$ cat config.mk
export PLATFORM = sky130hd
export DESIGN_NAME = rep5_serial_tx_flat
export DESIGN_NICKNAME = d
export VERILOG_FILES = /design/src/rtl/rep5_pkg.sv /design/src/rtl/rep5_serial_tx_if.sv /design/src/rtl/rep_mod_counter.sv /design/src/rtl/rep5_serial_tx.sv /design/src/flat_wrapper.sv
export SDC_FILE = /design/constraint.sdc
export NUM_CORES = 1
export LEC_CHECK = 0
export CAP_MARGIN = 30
export CORE_UTILIZATION = 45
export CTS_CLUSTER_DIAMETER = 120
export DETAILED_ROUTE_END_ITERATION = 6
export PLACE_DENSITY_LB_ADDON = 0.1
export SLEW_MARGIN = 20
export SYNTH_ARGS = -nofsm -noshare
export SYNTH_HDL_FRONTEND = slang
export SYNTH_HIERARCHICAL = 1
export SYNTH_SLANG_ARGS = --single-unit
$ cat constraint.sdc
create_clock -name clk -period 1.8 [get_ports clk]
set_clock_uncertainty 0.15 [all_clocks]
set_input_delay 0.18 -clock clk [delete_from_list [all_inputs] [get_ports clk]]
set_output_delay 0.18 -clock clk [all_outputs]
set_load 0.01 [all_outputs]
$ cat src/rtl/rep5_pkg.sv
// Shared definitions for the repetition-coded serial transmitter:
// default geometry, FSM state encoding and a counter-width helper.
package rep5_pkg;

  localparam int REP_DEFAULT    = 5;
  localparam int DATA_W_DEFAULT = 8;

  typedef enum logic [1:0] {
    ST_IDLE = 2'd0,
    ST_SEND = 2'd1,
    ST_DONE = 2'd2
  } state_e;

  // A modulo-1 counter still needs one flop to hold its single value.
  function automatic int cnt_w(input int n);
    return (n > 1) ? $clog2(n) : 1;
  endfunction

endpackage

$ cat src/rtl/rep5_serial_tx_if.sv
// Word-in / chip-out handshake bundle; master drives words and tx_ready,
// slave (the transmitter) returns data_ready and the chip stream.
interface rep5_serial_tx_if
  import rep5_pkg::*;
#(
  parameter int DATA_W = DATA_W_DEFAULT
);

  logic [DATA_W-1:0] data_in;
  logic              data_valid;
  logic              data_ready;
  logic              tx_bit;
  logic              tx_valid;
  logic              tx_ready;
  logic              tx_sof;

  modport master (
    output data_in, data_valid, tx_ready,
    input  data_ready, tx_bit, tx_valid, tx_sof
  );

  modport slave (
    input  data_in, data_valid, tx_ready,
    output data_ready, tx_bit, tx_valid, tx_sof
  );

endinterface

$ cat src/rtl/rep_mod_counter.sv
// Modulo-N counter with synchronous clear, count enable and terminal-count flag.
// Latency: count updates on the edge where en is sampled; tc is decoded from count.
// Backpressure: none; holds its value whenever en is low.
module rep_mod_counter
  import rep5_pkg::*;
#(
  parameter int N = REP_DEFAULT,
  localparam int W = cnt_w(N)
) (
  input  logic         clk,
  input  logic         rst,
  input  logic         clr,
  input  logic         en,
  output logic [W-1:0] count,
  output logic         tc
);

  localparam logic [W-1:0] LAST = W'(N - 1);

  assign tc = (count == LAST);

  always_ff @(posedge clk or posedge rst) begin
    if (rst) begin
      count <= '0;
    end else if (clr) begin
      count <= '0;
    end else if (en) begin
      count <= tc ? '0 : count + W'(1);
    end
  end

endmodule

$ cat src/rtl/rep5_serial_tx.sv
// Serialises DATA_W-bit words LSB first, each bit repeated REP times as chips.
// Latency: first chip valid the cycle after the accept edge; done one cycle after last chip.
// Backpressure: tx_ready low freezes chip, sof and counters; data_ready low until back in IDLE.
module rep5_serial_tx
  import rep5_pkg::*;
#(
  parameter int DATA_W = DATA_W_DEFAULT,
  parameter int REP    = REP_DEFAULT
) (
  input  logic            clk,
  input  logic            rst,
  rep5_serial_tx_if.slave bus,
  output logic            busy,
  output logic            done
);

  localparam logic [1:0] IDLE = ST_IDLE;
  localparam logic [1:0] SEND = ST_SEND;
  localparam logic [1:0] DONE = ST_DONE;

  localparam int CW = cnt_w(REP);
  localparam int BW = cnt_w(DATA_W);

  logic [1:0]        state;
  logic [DATA_W-1:0] shreg;
  logic [CW-1:0]     chip_cnt;
  logic [BW-1:0]     bit_cnt;
  logic              chip_tc;
  logic              bit_tc;
  logic              accept;
  logic              xfer;
  logic              chip_wrap;

  assign accept    = (state == IDLE) & bus.data_valid;
  assign xfer      = (state == SEND) & bus.tx_ready;
  assign chip_wrap = xfer & chip_tc;

  rep_mod_counter #(.N(REP)) u_chip_cnt (
    .clk   (clk),
    .rst   (rst),
    .clr   (accept),
    .en    (xfer),
    .count (chip_cnt),
    .tc    (chip_tc)
  );

  rep_mod_counter #(.N(DATA_W)) u_bit_cnt (
    .clk   (clk),
    .rst   (rst),
    .clr   (accept),
    .en    (chip_wrap),
    .count (bit_cnt),
    .tc    (bit_tc)
  );

  always_ff @(posedge clk or posedge rst) begin
    if (rst) begin
      state <= IDLE;
      shreg <= '0;
    end else begin
      case (state)
        IDLE: begin
          if (accept) begin
            shreg <= bus.data_in;
            state <= SEND;
          end
        end
        SEND: begin
          if (chip_wrap) begin
            shreg <= shreg >> 1;
            if (bit_tc) begin
              state <= DONE;
            end
          end
        end
        default: state <= IDLE;
      endcase
    end
  end

  // data_ready is masked by rst so nothing looks acceptable while held in reset.
  assign bus.data_ready = (state == IDLE) & ~rst;
  assign bus.tx_valid   = (state == SEND);
  assign bus.tx_bit     = shreg[0];
  assign bus.tx_sof     = (state == SEND) && (chip_cnt == '0) && (bit_cnt == '0);
  assign busy           = (state != IDLE);
  assign done           = (state == DONE);

endmodule

$ cat src/flat_wrapper.sv
// flat-port wrapper written by rule: the top's interface ports become plain ports
module rep5_serial_tx_flat import rep5_pkg::*;
#(
  parameter int DATA_W = DATA_W_DEFAULT,
  parameter int REP    = REP_DEFAULT
)
  (clk, rst, busy, done, bus_data_in, bus_data_valid, bus_tx_ready, bus_data_ready, bus_tx_bit, bus_tx_valid, bus_tx_sof);
  rep5_serial_tx_if #(.DATA_W(DATA_W)) bus_i ();
  input  logic clk;
  input  logic rst;
  output logic busy;
  output logic done;
  input wire logic [$bits(bus_i.data_in)-1:0] bus_data_in;
  input wire logic [$bits(bus_i.data_valid)-1:0] bus_data_valid;
  input wire logic [$bits(bus_i.tx_ready)-1:0] bus_tx_ready;
  output wire logic [$bits(bus_i.data_ready)-1:0] bus_data_ready;
  output wire logic [$bits(bus_i.tx_bit)-1:0] bus_tx_bit;
  output wire logic [$bits(bus_i.tx_valid)-1:0] bus_tx_valid;
  output wire logic [$bits(bus_i.tx_sof)-1:0] bus_tx_sof;
  assign bus_i.data_in = bus_data_in;
  assign bus_i.data_valid = bus_data_valid;
  assign bus_i.tx_ready = bus_tx_ready;
  assign bus_data_ready = bus_i.data_ready;
  assign bus_tx_bit = bus_i.tx_bit;
  assign bus_tx_valid = bus_i.tx_valid;
  assign bus_tx_sof = bus_i.tx_sof;
  rep5_serial_tx #(.DATA_W(DATA_W), .REP(REP)) u_core (.clk(clk), .rst(rst), .bus(bus_i), .busy(busy), .done(done));
endmodule
Word level (Yosys, flattened, before mapping)

Cells that the tools add are included.

Register bits: 16
Bits of input ports: 12
Output and inout port bits: 6
Logic and storage cells: 42

Add/subtract/negate cells: 2
Equal/unequal tests: 7
Multiplexer cells: 13
Bitwise operators: 5
Reduce and logical (&&, ||, !) cells: 11

Operators with widths:

| operator              | number |
|---|---|
| $mux W3               | 6 |
| $mux W8               | 2 |
| $pmux W8 S2           | 1 |
| $reduce_bool A2 Y1    | 4 |
| $add A3 B1 Y3 const B | 2 |
| $eq A3 B3 Y1 const B  | 2 |
| $logic_not A3 Y1      | 2 |
| $mux W2               | 3 |
| $ne A2 B1 Y1 const B  | 3 |
| $reduce_and A3 Y1     | 2 |
| $and A1 B1 Y1         | 4 |
| $pmux W2 S2           | 1 |
| $eq A2 B1 Y1 const B  | 1 |
| $eq A2 B2 Y1 const B  | 1 |
| $logic_and A1 B1 Y1   | 2 |
| $logic_not A2 Y1      | 1 |
| $not A1 Y1            | 1 |

Logic depth before layout (Yosys ltp)

Depth after elaboration: 5
Gate-level depth with buffers: 8
Mapped depth without buffers: 8

Cells and area by module

The synthesis kept the hierarchy.

By module, submodules not included:

| module                               | times used | cells an instance | area each (um^2) | sequential area each (um^2) |
|---|---|---|---|---|
| rep5_serial_tx                       | 1          | 45                | 596.8            | 250.2 |
| rep_mod_counter at u_core.u_chip_cnt | 1          | 18                | 173.9            | 75.1 |
| rep_mod_counter at u_core.u_bit_cnt  | 1          | 13                | 155.1            | 75.1 |

Least setup slack after synthesis

OpenSTA, ideal clock, no wires.

Path kind: flip-flop to flip-flop
Start: reg u_core.u_chip_cnt.count[0]
End: reg u_core.u_bit_cnt.count[0]
Library setup time: 0.073 ns
Data arrival time: 1.558 ns
Data required time: 1.577 ns
Slack: 0.019 ns
Cell stages (with the launch flop): 9
Path buffers: 0
Clock period less this slack: 1.781 ns
Cell sequence: dfrtp_1 inv_1 ha_1 nand2_1 inv_1 nand2_1 nor2_1 or3b_1 a21oi_2

Cells in the longest elaborated chain, start to end: 3

Ends and longest elaborated chain:

| what                                | RTL line              | source |
|---|---|---|
| from (decl)                         | rep_mod_counter.sv:14 | `output logic [W-1:0] count,` |
| from (signal assigned)              | rep_mod_counter.sv:28 | `count <= tc ? '0 : count + W'(1);` |
| $eq A3 B3 Y1                        | rep_mod_counter.sv:20 | `assign tc = (count == LAST);` |
| via u_core.chip_tc                  | rep5_serial_tx.sv:28  | `logic chip_tc;` |
| $and A1 B1 Y1                       | rep5_serial_tx.sv:36  | `assign chip_wrap = xfer & chip_tc;` |
| via u_core.chip_wrap                | rep5_serial_tx.sv:32  | `logic chip_wrap;` |
| $reduce_bool A2 Y1 (no source line) | --                    |  |
| to (signal assigned)                | rep_mod_counter.sv:28 |  |
| to (decl)                           | rep_mod_counter.sv:14 |  |

The timed path passes the listed nets, and every way through them passes these cells.
A chain may end at the register's enable or synchronous reset.

Worst setup path in the final report

Start: reg u_core.u_chip_cnt.count[0]
End: out bus_tx_sof

Cells in the longest elaborated chain, start to end: 3

Ends and longest elaborated chain:

| what                             | RTL line             | source |
|---|---|---|
| $logic_not A3 Y1                 | rep5_serial_tx.sv:85 | `assign bus.tx_sof = (state == SEND) && (chip_cnt == '0) && (bit_cnt == '0);` |
| $logic_and A1 B1 Y1 (2 in a row) | rep5_serial_tx.sv:85 |  |
| to (decl)                        | flat_wrapper.sv:19   | `output wire logic [$bits(bus_i.tx_sof)-1:0] bus_tx_sof;` |

Every way passes these cells.

==> summary by stage <==
Clock tree
The longest clock path from root to sink contains 2 buffers. TritonCTS built the clock tree. The H-tree depth is 1.

The clock-pin slew on the worst setup and hold paths is 0.09 ns. The clock latency reported for the late side of the worst-skew pair is 0.27 ns. For this design, the sink count on the clock tree is 16. TritonCTS created 3 clock buffers.

The tree is rooted in a sky130_fd_sc_hd__clkbuf_4.

Worst setup path
For the worst setup path, the data arrival time is 1.52 ns. The critical path is of the flip-flop to output port type. The worst register-to-register path has a setup slack of 0.03 ns.

The critical path endpoint category is an output port. The critical path launch point is u_core/u_chip_cnt/count[0]. Traced cell by cell, the critical path runs through or4_1 -> nor4_2 -> buf_2.

Along the worst path, the maximum fanout reaches 3. The critical path data required time is 1.47 ns. The start of the worst register-to-register path is u_core/u_chip_cnt/count[0]. The slowest cell on the critical path is sky130_fd_sc_hd__or4_1. Following the worst setup path forward leads to its endpoint at bus_tx_sof. For the worst flop-to-flop path, the logic depth is 8. The worst reg2reg path endpoint is u_core/u_bit_cnt/count[0]. The category of the worst setup path launch point is a flip-flop. The largest stage delay on the critical path is 0.54 ns.

Pwr
For this design the ratio of total power to cell area is 1155 nW/um^2. Combinational cells account for 47.1% of the total power. The clock network power share is 15.5%. In this run the power spent charging and discharging nets is 432.1 uW.

Net switching is 29.23% of the power. The leakage dissipation is 0.0006213 uW. Sequential cells burn 37.5% of the power. Cell internal power was estimated by the tool at 1046 uW.

The worst-case IR drop observed on VDD is 682.8 uV.

Layout
After filler insertion, the fill cell instance count of the layout stands at 165. The final layout contains 126 nets. For this run, the number of standard cells in the final layout without fillers is 136.

The antenna diode count is 0. The area taken by flip-flops and latches is 401.6 sq um. The top cell types in the final layout, fill and taps aside, are sky130_fd_sc_hd__dfrtp_1, sky130_fd_sc_hd__mux2_4, sky130_fd_sc_hd__clkdlybuf4s50_1.

The fraction of layout cells with a size suffix above 1 is 39.45%. The area growth from synthesis to layout is 38.24%. The most common library cell in the layout ignoring fill and taps is sky130_fd_sc_hd__dfrtp_1. The area of combinational cells with multiple inputs is 495.5 sq um.

Floorplanning
The die footprint is 2243 sq um. For this design the top-level I/O count stands at 18. The die height is 47.36 um. For this configuration, the core starts out at a cell density of 47.68%. The total area inside the core boundary comes to 1942 sq um. The floorplan row count is 16.

The width of the die is 47.36 um.

Run status
The checks that failed: setup timing. The flow ran to the end, but the final reports show violations.

STA
The worst path in the final design needs a cycle of 1.848 ns, including I/O delays and setup. The total count of max-transition violations in the final report came to 0. Setup slack on the critical path of the routed design comes to -0.04807 ns. The relative slew slack is 73.72%.

Setup violations remaining at the end of the flow were counted as 1. Setup repair after global routing could not meet its margin everywhere. Summed over all failing endpoints, the final setup total negative slack is -0.04807 ns. At the pin with the least slew margin, the transition time is 0.3938 ns. The highest clock frequency the design can meet is 541.1 MHz. The period utilization is 102.7%. The number of endpoints with negative hold slack in the final report is 0.

Global route
The wire length of the first global-routing pass is 2.511 mm. Global routing used 16.33% of the available tracks across all layers. The maximum number of pins on one net before global-route repair is 11. The via count of the first global-routing pass is 642. For this run the aggregate overflow at the end of global routing stands at 0. The initial antenna violation count was 0.

Placed design
Including well taps, the total number of placed cells is 129. The count of port buffers added during placement is 17. The final weighted congestion in routability-driven placement is 0.7202. The detailed-placement wirelength estimate is 1.207 mm.

Flow run
Max-cap violations in this run came to 0.

Routing
Once detail routing completed, the nets flagged for antenna violations numbered 0. The mean number of vias per cell is 4.721. Before antenna repair, the detailed router went through 2 iterations. Dividing the detail-routed wire length by the instance count gives 11.90 um.

The routed wire length is 1.618 mm. The detailed router's first-iteration violation count is 3. The DRC violations left is 0.

Across all layers, the routed design uses 642 vias.

Logic synthesis
The synthesized netlist cell count is 76. The number of different library cells in the post-synthesis netlist is 26. The combined area of all synthesized cells is 925.9 sq um. The share of synthesized registers carrying an async set or reset is 100.0%. Sequential cells were found to cover 43.24% of the synthesized design area. In this run, synthesis inferred 0 flip-flops with an integrated enable. A synthesized cell averages 12.18 sq um.

Counting flops and latches in the post-synthesis netlist gives 16. For this run, the number of Yosys warnings is 6. The dominant synthesized flop cell is sky130_fd_sc_hd__dfrtp_1.

The number of nets in the synthesized netlist is 92.

Min path
The worst min-delay path class is input pin to async pin.
per-stage QoR:
step                      power (uW)  hold WS (ns)  utilization (%)  worst slack, ns  cell area (sq um)
after CTS                       1505       0.09760            65.91         -0.09457               1280
after global routing            1592        0.1147            65.91          -0.1734               1280
after global placement          1227        0.3432            62.76          -0.2044               1219
final                           1479       0.09817            65.91         -0.04807               1280
after floorplan                 1004       -0.2164                -          0.01896              925.9
after detailed placement        1241        0.3462            62.76          -0.2206               1219
synth_stat cells (2+ instances only):
library cell               instances  area share [%]
sky130_fd_sc_hd__and2_1            2             1.4
sky130_fd_sc_hd__nor2_1            6             2.4
sky130_fd_sc_hd__mux2i_1           3             3.2
sky130_fd_sc_hd__nand2_1           4             1.6
sky130_fd_sc_hd__ha_1              4             5.4
sky130_fd_sc_hd__mux2_4           14              23
sky130_fd_sc_hd__a21oi_1           2             1.1
sky130_fd_sc_hd__nand2b_1          2             1.4
sky130_fd_sc_hd__dfrtp_1          16              43
sky130_fd_sc_hd__inv_1             7             2.8
cell type report:
type / instances / area share (%)
clock buffers: 4 / 2.835
inverters: 8 / 2.346
repair buffers: 30 / 22.09
well taps: 27 / 2.639
multi-input cells: 51 / 38.71
flip-flops and latches: 16 / 31.38
repair_timing:
| action | CTS | global route |
|---|---|---|
| setup endpoints to repair | 13 | 10 |
| resized for setup | 13 | 0 |
| hold endpoints to repair | 0 | 0 |
| buffers inserted | 3 | 0 |
| pin swaps | 0 | 0 |
| hold buffers | 0 | 0 |
metal layers:
layer,track usage (%),up-vias,routed length (um)
met4,6.857,0,14
met5,0,-,0
li1,-,325,-
met3,2.308,2,51
met1,19.28,305,746
met2,29.32,10,804
how the worst min path moves through the flow:
stage                                            end  cells past startpoint  slack (ns)
after global placement               u_core/shreg[0]                      1        0.34
after global routing      u_core/u_chip_cnt/count[2]                      3        0.11
after floorplan            u_core/u_bit_cnt/count[0]                      1       -0.22
final                      u_core/u_bit_cnt/count[1]                      3         0.1
after detailed placement             u_core/shreg[3]                      1        0.35
after CTS                 u_core/u_chip_cnt/count[2]                      3         0.1
cell families (layout without fill, tap and decap cells):
kind of cell / count (synthesis) / after routing / share of synthesized area, %
AND/OR/NAND/NOR: 23 / 23 / 14.59
multiplexers: 17 / 17 / 25.95
flip-flops: 16 / 16 / 43.24
buffers and inverters: 9 / 42 / 4.460
AO/OA/AOI/OAI: 7 / 7 / 6.352
adder cells (fa/ha/maj): 4 / 4 / 5.406
registers in the layout (all words and copies together), names as in the netlist:
signal and cells:
u_core/shreg 8, u_core/state 2, u_core/u_bit_cnt/count 3, u_core/u_chip_cnt/count 3
worst max-delay path: cells and delay by family (launching register included):
kind / cells / cell delay (ns)
simple gates: 2 / 0.68
flops: 1 / 0.40
buf+inv: 1 / 0.17
power groups by stage:
stage | clock, uW | combinational (uW) | sequential, uW
global route | 256 | 770 | 567
finish | 229 | 696 | 554
floorplan | 0 | 434 | 570
global placement | 0 | 666 | 561
CTS | 244 | 705 | 556
detailed placement | 0 | 674 | 567
Power figures use the tool's default switching activity.
